`src/rtl/song_recorder.sv`:
```
// song_recorder: records player key presses as {note, duration} entries into a small
// song RAM using the song ROM encoding, with a registered read port for playback.
module song_recorder #(
    parameter int unsigned TICK_DIV = 20,
    parameter int unsigned DEPTH    = 32,
    parameter int unsigned DUR_W    = 16
) (
    input  logic             clk,
    input  logic             reset,
    input  logic [6:0]       key_in,
    input  logic             rec_start,
    input  logic             rec_stop,
    input  logic [4:0]       rd_addr,
    output logic [3:0]       rd_note,
    output logic [DUR_W-1:0] rd_duration,
    output logic [5:0]       rec_len,
    output logic             recording,
    output logic             full,
    output logic             wr_pulse
);

    localparam int unsigned      PrescW    = (TICK_DIV > 1) ? $clog2(TICK_DIV) : 1;
    localparam int unsigned      EntryW    = 4 + DUR_W;
    localparam logic [PrescW-1:0] PrescLast = PrescW'(TICK_DIV - 1);
    localparam logic [5:0]       LastLen   = 6'(DEPTH - 1);
    localparam logic [DUR_W-1:0] DurMax    = {DUR_W{1'b1}};

    typedef enum logic [1:0] {StIdle, StArm, StRec, StDone} state_e;

    state_e              state_q, state_d;
    logic [6:0]          key_meta_q, key_sync_q;
    logic [3:0]          code;
    logic [3:0]          cur_note_q, cur_note_d;
    logic [DUR_W-1:0]    dur_q, dur_d, dur_eff;
    logic [PrescW-1:0]   presc_q, presc_d;
    logic [4:0]          wr_ptr_q, wr_ptr_d;
    logic [5:0]          rec_len_q, rec_len_d;
    logic                full_q, full_d;
    logic                wr_pulse_q, wr_pulse_d;
    logic                tick_wrap, note_change, wr_en, last_write;
    logic [EntryW-1:0]   mem [DEPTH];
    logic [EntryW-1:0]   rd_data_q;

    // Two-flop synchronizer for the asynchronous key inputs
    always_ff @(posedge clk or negedge reset) begin
        if (!reset) begin
            key_meta_q <= '0;
            key_sync_q <= '0;
        end else begin
            key_meta_q <= key_in;
            key_sync_q <= key_meta_q;
        end
    end

    // Priority encode: lowest pressed key wins, no key is a rest (0)
    always_comb begin
        code = 4'd0;
        for (int i = 6; i >= 0; i--) begin
            if (key_sync_q[i]) code = 4'(i + 1);
        end
    end

    // Commit decision; dur_eff folds in the tick that completes on this very edge
    always_comb begin
        tick_wrap   = (presc_q == PrescLast);
        dur_eff     = (tick_wrap && (dur_q != DurMax)) ? dur_q + DUR_W'(1) : dur_q;
        note_change = (code != cur_note_q);
        wr_en       = 1'b0;
        if ((state_q == StRec) && !rec_start) begin
            if (rec_stop) begin
                // A trailing rest is never stored
                wr_en = (dur_eff != '0) && (cur_note_q != 4'd0);
            end else if (note_change) begin
                // Changes shorter than one tick are glitches and are dropped
                wr_en = (dur_eff != '0);
            end
        end
        last_write = wr_en && (rec_len_q == LastLen);
    end

    // State and datapath registers
    always_ff @(posedge clk or negedge reset) begin
        if (!reset) begin
            state_q    <= StIdle;
            cur_note_q <= '0;
            dur_q      <= '0;
            presc_q    <= '0;
            wr_ptr_q   <= '0;
            rec_len_q  <= '0;
            full_q     <= 1'b0;
            wr_pulse_q <= 1'b0;
        end else begin
            state_q    <= state_d;
            cur_note_q <= cur_note_d;
            dur_q      <= dur_d;
            presc_q    <= presc_d;
            wr_ptr_q   <= wr_ptr_d;
            rec_len_q  <= rec_len_d;
            full_q     <= full_d;
            wr_pulse_q <= wr_pulse_d;
        end
    end

    // Next-state logic; rec_start beats everything, a filling write forces DONE
    always_comb begin
        state_d = state_q;
        if (rec_start) begin
            state_d = StArm;
        end else begin
            unique case (state_q)
                StIdle: state_d = StIdle;
                StArm: begin
                    if (rec_stop) begin
                        state_d = StIdle;
                    end else if (code != 4'd0) begin
                        state_d = StRec;
                    end
                end
                StRec: begin
                    if (rec_stop || last_write) state_d = StDone;
                end
                StDone: state_d = StDone;
                default: state_d = StIdle;
            endcase
        end
    end

    // Datapath next values: note tracking, tick prescaler, write pointer and length
    always_comb begin
        cur_note_d = cur_note_q;
        dur_d      = dur_q;
        presc_d    = presc_q;
        wr_ptr_d   = wr_ptr_q;
        rec_len_d  = rec_len_q;
        full_d     = full_q;
        wr_pulse_d = wr_en;
        if (rec_start) begin
            wr_ptr_d  = '0;
            rec_len_d = '0;
            full_d    = 1'b0;
            dur_d     = '0;
            presc_d   = '0;
        end else begin
            unique case (state_q)
                StArm: begin
                    if (!rec_stop && (code != 4'd0)) begin
                        cur_note_d = code;
                        dur_d      = '0;
                        presc_d    = '0;
                    end
                end
                StRec: begin
                    if (!rec_stop) begin
                        if (note_change) begin
                            cur_note_d = code;
                            dur_d      = '0;
                            presc_d    = '0;
                        end else begin
                            presc_d = tick_wrap ? '0 : presc_q + PrescW'(1);
                            dur_d   = dur_eff;
                        end
                    end
                end
                default: ;
            endcase
            if (wr_en) begin
                wr_ptr_d  = wr_ptr_q + 5'd1;
                rec_len_d = rec_len_q + 6'd1;
                full_d    = last_write;
            end
        end
    end

    // Song RAM write port; contents intentionally survive reset
    always_ff @(posedge clk) begin
        if (wr_en) mem[wr_ptr_q] <= {cur_note_q, dur_eff};
    end

    // Registered read port; a same-cycle write to rd_addr returns the old entry
    always_ff @(posedge clk or negedge reset) begin
        if (!reset) begin
            rd_data_q <= '0;
        end else begin
            rd_data_q <= mem[rd_addr];
        end
    end

    assign rd_note     = rd_data_q[EntryW-1 -: 4];
    assign rd_duration = rd_data_q[DUR_W-1:0];
    assign rec_len     = rec_len_q;
    assign full        = full_q;
    assign wr_pulse    = wr_pulse_q;
    assign recording   = (state_q == StArm) || (state_q == StRec);

endmodule

```
`config.mk`:
```
export PLATFORM = sky130hd
export DESIGN_NAME = song_recorder
export DESIGN_NICKNAME = d
export VERILOG_FILES = /design/src/rtl/song_recorder.sv
export SDC_FILE = /design/constraint.sdc
export NUM_CORES = 1
export LEC_CHECK = 0
export CAP_MARGIN = 20
export CORE_UTILIZATION = 40
export CTS_CLUSTER_SIZE = 24
export DETAILED_ROUTE_END_ITERATION = 12
export PLACE_DENSITY = 0.52
export SLEW_MARGIN = 20
export SYNTH_ARGS = -nofsm -noshare
export SYNTH_HDL_FRONTEND = slang
export SYNTH_SLANG_ARGS = --single-unit
```
`constraint.sdc`:
```
create_clock -name clk -period 8.45 [get_ports clk]
set_input_delay 1.2675 -clock clk [delete_from_list [all_inputs] [get_ports clk]]
set_output_delay 1.2675 -clock clk [all_outputs]
set_load 0.01 [all_outputs]
```
==> results of run 1 <==
logic make-up after synthesis:
| group | after synthesis | synth area share, % |
|---|---|---|
| AO/OA/AOI/OAI | 70 | 1.69 |
| buffers and inverters | 79 | 1.18 |
| adder cells (fa/ha/maj) | 11 | 0.516 |
| multiplexers | 215 | 17.1 |
| AND/OR/NAND/NOR | 176 | 3.38 |
| XOR/XNOR | 26 | 0.924 |
| flip-flops | 680 | 75.2 |
| other | 1 | 0.0141 |
power by group through the flow:
stage	logic (uW)	clock network (uW)	registers [uW]
after CTS	244	3220	3670
after global placement	240	0	3740
final	237	3150	3670
after floorplan	129	0	3750
after detailed placement	243	0	3740
after global routing	257	3340	3670
how the worst max path moves through the flow:
stage	from	to	depth (start not counted)
finish	presc_q[0]	mem[27][7]	11
global route	presc_q[0]	mem[25][12]	11
CTS	presc_q[0]	mem[19][17]	10
detailed placement	presc_q[0]	mem[19][11]	10
global placement	presc_q[0]	mem[23][13]	10
floorplan	presc_q[0]	mem[29][0]	10
per-layer routing:
layer | up-vias | part of all wire, %
li1 | 5385 | -
met5 | - | 0
met2 | 306 | 49
met4 | 0 | 2.0
met3 | 74 | 4.7
met1 | 6811 | 44
layout make-up:
cell class	count	area, um^2	share of cell area [%]
Clock inverter	43	417	1.35
Timing Repair Buffer	87	810	2.62
Clock buffer	92	1950	6.31
Sequential cell	680	20100	64.9
Multi-Input combinational cell	499	6540	21.2
Inverter	15	56.3	0.182
Tap cell	864	1080	3.50
flip-flops by register name, indices dropped and copies added, names as in the netlist:
name,cells
mem,608
rd_data_q,19
dur_q,16
key_meta_q,7
key_sync_q,7
rec_len,6
presc_q,5
wr_ptr_q,5
cur_note_q,3
state_q,2
full,1
wr_pulse,1
cell usage after synthesis (10+ instances only):
library cell	instances	area share [%]
mux4_2	190	16
nor3_1	11	0.21
edfxtp_1	608	68
xor2_1	14	0.46
o21ai_0	24	0.45
clkbuf_1	39	0.55
dfrtp_1	72	6.8
nand2_1	29	0.41
mux2_2	20	0.84
ha_1	11	0.52
nor2_1	68	0.96
a21oi_1	15	0.28
inv_1	15	0.21
nand3_1	14	0.26
nand4_1	10	0.23
buf_1	17	0.24
xnor2_1	11	0.36
per-stage QoR:
stage	utilization, %	hold slack, ns
2_1_floorplan	-	0.331
3_3_place_gp	43.2	0.334
3_5_place_dp	43.2	0.335
4_1_cts	46.8	0.346
6_report	46.9	0.342
5_1_grt	46.9	0.348
==> out/results.ini, run 1 <==
[outcome]
status=finished clean

[placed_design]
gp_congestion=0.764
dpl_cell_area_um2=28500
io_buffers=43
dp_cells=2143
hpwl_mm=33.4
place_ws_ns=3.45

[global_route]
grt_usage_pct=18.2
gr-usage-met2_pct=29.6
grt_pass1_wl_mm=88.3
antenna_found_initial=3
grt_max_degree=94
grt_use_met1_pct=25.4
grt_util_met3_pct=2.76
grt-ovfl-total=0
grt_pass1_vias=13071
top_usage_layer=met2

[clocking]
clock_path_buffers=3
root_buffer=clkbuf_16
cts_hold_buf=0
postCtsResizedCells=0
cts_htree_levels=3
cts_tree=yes
insertion_delay_ns=0.60
clock_sinks=680
post_cts_buffers=0
numCtsBuffers=73
clk_pin_slew_worst_paths_ns=0.06

[pwr]
switching_share_pct=20.4
p_int_uw=5610
power_uw=7050
seqPwrFrac_pct=52.0
clkPwrFrac_pct=44.6
power.density_nw_per_um2=228
power.leakage_uw=0.0109
power.switching_uw=1440
ir_worst_vdd_uv=150
p_comb_share_pct=3.4

[route]
vias=12576
via_per_inst=5.52
drt-initial-drc-count=1010
avgRoutedWirePerCell_um=26.2
finalWirelength_mm=59.8
first_pass_iters=5
drtAntennaViolNets=0
drc=0

[timing]
maxSlewHeadroom_pct=26.1
tightestPinTransition_ns=1.10
hold_violations=0
finalSetupTns_ns=0
fmax_ghz=0.211
setup_violations=0
layout_setup_ws_ns=3.70
clock_skew_ns=0.0158
rsz0062_at_grt=no
fin_crit_sh_pct=56.2
drv_slew=0
period_minus_slack_ns=4.75

[setup_path]
crit_family=simple AND/OR/NAND/NOR gates
rrSetupSlack_ns=3.70
critPathMaxStageDelay_ns=0.55
crit_fanout=34
worstPathBufferInverterCount=2
critical_path_class=register to register
crit_required_ns=8.71
critPathSlowestCell=nor3_1
path_cells=ha_1, nand4bb_1, nor3_1, nand3_1, xnor2_2, buf_4, and3b_1, a31oi_4, nand3b_2, nor2_2, buf_4
reg2regPathDepth=11
critical_path_arrival_ns=5.01
worst_path_most_repeated_cell=buf_4
end_kind=register
r2r-start=presc_q[0]
start_kind=register
reg2reg_to=mem[27][7]

[synth]
ys_warn_count=0
synth_edf_count=608
syn_area_um2=26700
synthCells=1258
synthFlopType=edfxtp_1
ys_seq_area_share_pct=75.2
syn_area_per_cell_um2=21.2
ys_async_sr_fraction_pct=10.6
syn_nets=1285
ys_types=62
synth_seq_cells=680

[floorplan]
die_w_um=260
rows=94
start_util_pct=40.5
fp.coreArea_um2=65900
dieArea_um2=67700
die_h_um=260
ios=45

[finish]
final_common_cell=edfxtp_1
fillers=5498
final_cell_mix=edfxtp_1 (608), mux4_2 (190), clkbuf_16 (74)
fin_nets=1383
stdcell_count=2280
insertedDiodeCount=0
areaGrowthSynthToFinish_pct=15.9
postLayoutCellArea_um2=30900
drive_above_1_share_pct=30.2

[worst_hold_path]
hold_end=key_sync_q[0]
min_path_cells=0
min_from=key_meta_q[0]
hp-class=register to register

[job]
cap_violations=0

Note: power is estimated with default switching activity, not from simulation.
==> run 2: changes to the inputs <==
--- a/config.mk
+++ b/config.mk
@@ -9,7 +9,7 @@
 export CORE_UTILIZATION = 40
 export CTS_CLUSTER_SIZE = 24
 export DETAILED_ROUTE_END_ITERATION = 12
-export PLACE_DENSITY = 0.52
+export PLACE_DENSITY = 0.54
 export SLEW_MARGIN = 20
 export SYNTH_ARGS = -nofsm -noshare
 export SYNTH_HDL_FRONTEND = slang
==> constraint.sdc (replaced) <==
create_clock -name clk -period 4.2 [get_ports clk]
set_input_delay 0.63 -clock clk [delete_from_list [all_inputs] [get_ports clk]]
set_output_delay 0.63 -clock clk [all_outputs]
set_load 0.01 [all_outputs]
==> out/results.ini, run 2 (synthesis results as in run 1) <==
[finish]
fin_nets=1403
largest-register=mem
final_cell_mix=edfxtp_1 (608), mux4_2 (190), clkbuf_16 (73)
final_common_cell=edfxtp_1
drive_above_1_share_pct=30.9
areaGrowthSynthToFinish_pct=17.0
fillers=5407
reg.largest.list=mem: 608 flops, rd_data_q: 19 flops, dur_q: 16 flops
largest_reg_flops=608
final_core_util_pct=47.4

[clocking]
numCtsBuffers=73
cts_hold_buf=0
cts_tree=yes
cts_htree_levels=3
insertion_delay_ns=0.60
clock_sinks=680
clock_path_buffers=3
postCtsResizedCells=0
clk_pin_slew_worst_paths_ns=0.06
post_cts_buffers=0
root_buffer=clkbuf_16

[route]
via_per_inst=5.56
drtAntennaViolNets=0
drc=0
finalWirelength_mm=64.2
first_pass_iters=5
vias=12729
drt-initial-drc-count=1148
avgRoutedWirePerCell_um=28.1

[setup_path]
crit_required_ns=4.40
critPathMaxStageDelay_ns=0.84
critPathSlowestCell=nor2_2
critPathLaunch=dur_q[1]
path_cells=ha_1, nand4_1, nor4_2, nor3_1, a31o_2, and3b_1, a31oi_4, nand3b_2, buf_4, nor2_2
start_kind=register
r2r-start=dur_q[1]
crit_family=simple AND/OR/NAND/NOR gates
worstPathBufferInverterCount=1
critical_path_class=register to register
critical_path_arrival_ns=4.06
crit_fanout=19
end_kind=register

[timing]
fmax_ghz=0.259
setup_violations=0
clock_skew_ns=0.0263
tightestPinTransition_ns=1.10
finalSetupTns_ns=0
hold_violations=0
maxSlewHeadroom_pct=26.7
period_minus_slack_ns=3.86
drv_slew=0
fin_crit_sh_pct=91.9
rsz0062_at_grt=no

[worst_hold_path]
hp-class=input pin to asynchronous set/reset pin

[global_route]
grt_usage_pct=19.5
grt_max_degree=57
gr-usage-met2_pct=30.8
grt_pass1_wl_mm=93.4
grt_util_met3_pct=3.24
grt-ovfl-total=0
antenna_found_initial=8
grt_use_met1_pct=28.2
top_usage_layer=met2
grt_pass1_vias=13090

[floorplan]
rows=94
die_w_um=260
start_util_pct=40.5
dieArea_um2=67700
fp.coreArea_um2=65900
ios=45
die_h_um=260

[placed_design]
hpwl_mm=39.9
gp_congestion=0.812
io_buffers=43

[job]
cap_violations=0

[pwr]
power.density_nw_per_um2=450
power_uw=14000
power.leakage_uw=0.0112
ir_worst_vdd_uv=332

[outcome]
status=finished clean

run 2: changes by cell type in the layout (fill, tap and decap cells not counted), sizes merged:
cell	delta
buf	+20
clkinv	-10
diode	+1
bufinv	-2
clkbuf	+5
inv	-4
run 2: cell type report:
cell class | instances | area, um^2 | share of cell area [%]
clock inverter | 27 | 267 | 0.854
clock buffer | 97 | 1990 | 6.37
sequential | 680 | 20100 | 64.3
tap | 864 | 1080 | 3.47
timing repair buffer | 107 | 1060 | 3.41
multi-input combinational | 499 | 6680 | 21.4
antenna | 1 | 2.50 | 0.00802
inverter | 15 | 56.3 | 0.180
run 2: per-layer routing:
metal  vias up  routed length (um)  part of all wire [%]
met5         -                   0                     0
met4         0                1360                   2.1
met3        86                4320                   6.7
met2       405               30900                    48
met1      6817               27600                    43
li1       5421                   -                     -
run 2: report_power, final:
| group | internal [uW] | switching (uW) | total (uW) |
|---|---|---|---|
| clock | 3620 | 2550 | 6170 |
| sequential | 7360 | 28.7 | 7380 |
| combinational | 199 | 288 | 488 |
| total | 11200 | 2870 | 14000 |
run 2: path summary, 6_finish.rpt:
| kind | endpoint | slack, ns | cells past startpoint |
|---|---|---|---|
| worst max register to register | mem[12][15] | 0.34 | 10 |
| worst max-delay path | mem[12][15] | 0.34 | 10 |
| worst min-delay path | rd_data_q[18] | 0.06 | 1 |
| worst min register to register | key_sync_q[0] | 0.35 | 0 |
| min in group clk | key_sync_q[0] | 0.35 | 0 |
| max in group asynchronous | state_q[0] | 3.22 | 2 |
run 2: through the flow:
| stage | std cells | setup slack [ns] | hold slack (ns) | cell area, um^2 |
|---|---|---|---|---|
| 6_report | 2290 | 0.339 | 0.0609 | 31200 |
| 5_1_grt | 2289 | 0.109 | 0.0934 | 31200 |
| 4_1_cts | 2288 | 0.326 | 0.0742 | 31100 |
| 3_5_place_dp | 2164 | 0.318 | 0.340 | 28900 |
| 3_3_place_gp | 2162 | 0.345 | 0.335 | 28700 |
| 2_1_floorplan | 1258 | 0.172 | 0.331 | 26700 |
==> run 3: changes to the inputs <==
--- a/config.mk
+++ b/config.mk
@@ -5,11 +5,13 @@
 export SDC_FILE = /design/constraint.sdc
 export NUM_CORES = 1
 export LEC_CHECK = 0
+export ABC_AREA = 1
 export CAP_MARGIN = 20
 export CORE_UTILIZATION = 40
 export CTS_CLUSTER_SIZE = 24
 export DETAILED_ROUTE_END_ITERATION = 12
 export PLACE_DENSITY = 0.54
+export REMOVE_ABC_BUFFERS = 1
 export SLEW_MARGIN = 20
 export SYNTH_ARGS = -nofsm -noshare
 export SYNTH_HDL_FRONTEND = slang
==> out/results.ini, run 3 <==
[outcome]
status=finished clean

[timing]
drv_slew=0
holdWs_ns=0.131
fin_crit_sh_pct=81.9
hold_violations=0
maxSlewHeadroom_pct=43.3
setup_violations=0
clock_skew_ns=0.0324
fmax_ghz=0.291
tightestPinTransition_ns=0.847
period_minus_slack_ns=3.44
rsz0062_at_grt=no

[finish]
final_cell_mix=edfxtp_1 (608), nor2_1 (381), o21ai_0 (348)
final_common_cell=edfxtp_1
fin_nets=2193
final_core_util_pct=46.6
largest_reg_flops=608
areaGrowthSynthToFinish_pct=15.1
largest-register=mem
reg.largest.list=mem: 608 flops, rd_data_q: 19 flops, dur_q: 16 flops
drive_above_1_share_pct=12.1
stdcell_count=3095

[setup_path]
start_kind=register
critical_path_arrival_ns=3.74
crit_family=simple AND/OR/NAND/NOR gates
critPathSlowestCell=dfrtp_1
worstPathBufferInverterCount=2
path_cells=ha_1, nand2_1, nor2_2, nand2_4, nor2_2, nor2_2, nand2_1, nand2_2, nor2_1, nand2_1, nor2_1, nand2_2, nand2_4, inv_4, nand2_1, nor2_2, buf_4
end_kind=register
critical_path_class=register to register
crit_required_ns=4.50
crit_fanout=16
critPathMaxStageDelay_ns=0.44

[placed_design]
hpwl_mm=44.5
dp_cells=2963
gp_congestion=0.837
io_buffers=43

[pwr]
power_uw=14500
power.density_nw_per_um2=465
ir_worst_vdd_uv=286
power.leakage_uw=0.0106

[route]
drc=0
drt-initial-drc-count=1982
via_per_inst=5.67
first_pass_iters=5
vias=17542
drtAntennaViolNets=0
finalWirelength_mm=75.2
avgRoutedWirePerCell_um=24.3

[global_route]
grt_pass1_vias=17309
grt_usage_pct=21.8
grt-ovfl-total=0
grt_pass1_wl_mm=112
antenna_found_initial=2
grt_max_degree=85

[floorplan]
start_util_pct=40.5
die_w_um=263
rows=95
dieArea_um2=69000
fp.coreArea_um2=67200
ios=45
die_h_um=263

[clocking]
clock_sinks=680
postCtsResizedCells=0
post_cts_buffers=0
root_buffer=clkbuf_16
insertion_delay_ns=0.62
clock_path_buffers=3
cts_hold_buf=0
numCtsBuffers=74
clk_pin_slew_worst_paths_ns=0.06
cts_tree=yes
cts_htree_levels=3

[synth]
syn_area_um2=27200
synthCells=2096
ys_warn_count=0
ys_types=42
synthFlopType=edfxtp_1
synth_seq_cells=680
synthTopCellsByArea=edfxtp_1 (67%), dfrtp_1 (6.6%), o21ai_0 (6.4%)
synth_largest_area_cell=edfxtp_1
synth_commonest_cells=edfxtp_1 (608), nor2_1 (407), o21ai_0 (348), clkbuf_1 (120), o221ai_1 (112)
syn_area_per_cell_um2=13.0
synth_top_area_share_pct=67.2
yosysMostFrequentCell=edfxtp_1
synth_edf_count=608
ys_seq_area_share_pct=73.8
ys_async_sr_fraction_pct=10.6

[worst_hold_path]
hp-class=input pin to asynchronous set/reset pin

[job]
cap_violations=0

[run 3: cell type report]
type | instances | area, um^2
Antenna cell | 1 | 2.50
Clock buffer | 100 | 2050
Clock inverter | 31 | 283
Fill cell | 5886 | 35900
Inverter | 48 | 193
Multi-Input combinational cell | 1232 | 6460
Sequential cell | 680 | 20100
Tap cell | 873 | 1090
Timing Repair Buffer | 130 | 1150
[run 3: power by group]
group	internal (uW)	switching, uW
clock	3720	2610
combinational	233	583
sequential	7380	20.6
[run 3: per-layer routing]
layer / track usage [%] / wire length (um) / vias up
met2: 33.9 / 34700 / 550
met1: 30.4 / 33100 / 8895
met4: 8.47 / 2770 / 2
li1: - / - / 7962
met3: 4.31 / 4610 / 133
met5: 0 / 13 / -
[run 3: final timing paths]
check / slack, ns / endpoint / depth (start not counted) / from
worst max register to register: 0.76 / mem[17][12] / 17 / dur_q[0]
worst min register to register: 0.34 / key_sync_q[4] / 0 / key_meta_q[4]
worst max-delay path: 0.76 / mem[17][12] / 17 / dur_q[0]
max in group asynchronous: 3.19 / rec_len[1] / 2 / reset
min in group clk: 0.34 / key_sync_q[4] / 0 / key_meta_q[4]
worst min-delay path: 0.13 / rd_data_q[7] / 1 / reset
[run 3: through the flow]
stage / TNS, ns / instance area [um^2] / setup WS, ns
floorplan: -29.95 / 26600 / -1.63
finish: 0 / 31300 / 0.762
global route: 0 / 31300 / 0.467
detailed placement: 0 / 29000 / 0.772
CTS: 0 / 31300 / 0.772
global placement: 0 / 29000 / 0.830
[run 3: kinds of logic after synthesis]
group | after synthesis | share of synthesized area (%)
flops | 680 | 73.8
simple gates | 649 | 9.96
compound gates | 558 | 12.6
buf+inv | 184 | 2.72
xor+xnor | 12 | 0.387
fa+ha+maj | 11 | 0.506
other cells | 1 | 0.0138
mux | 1 | 0.0368
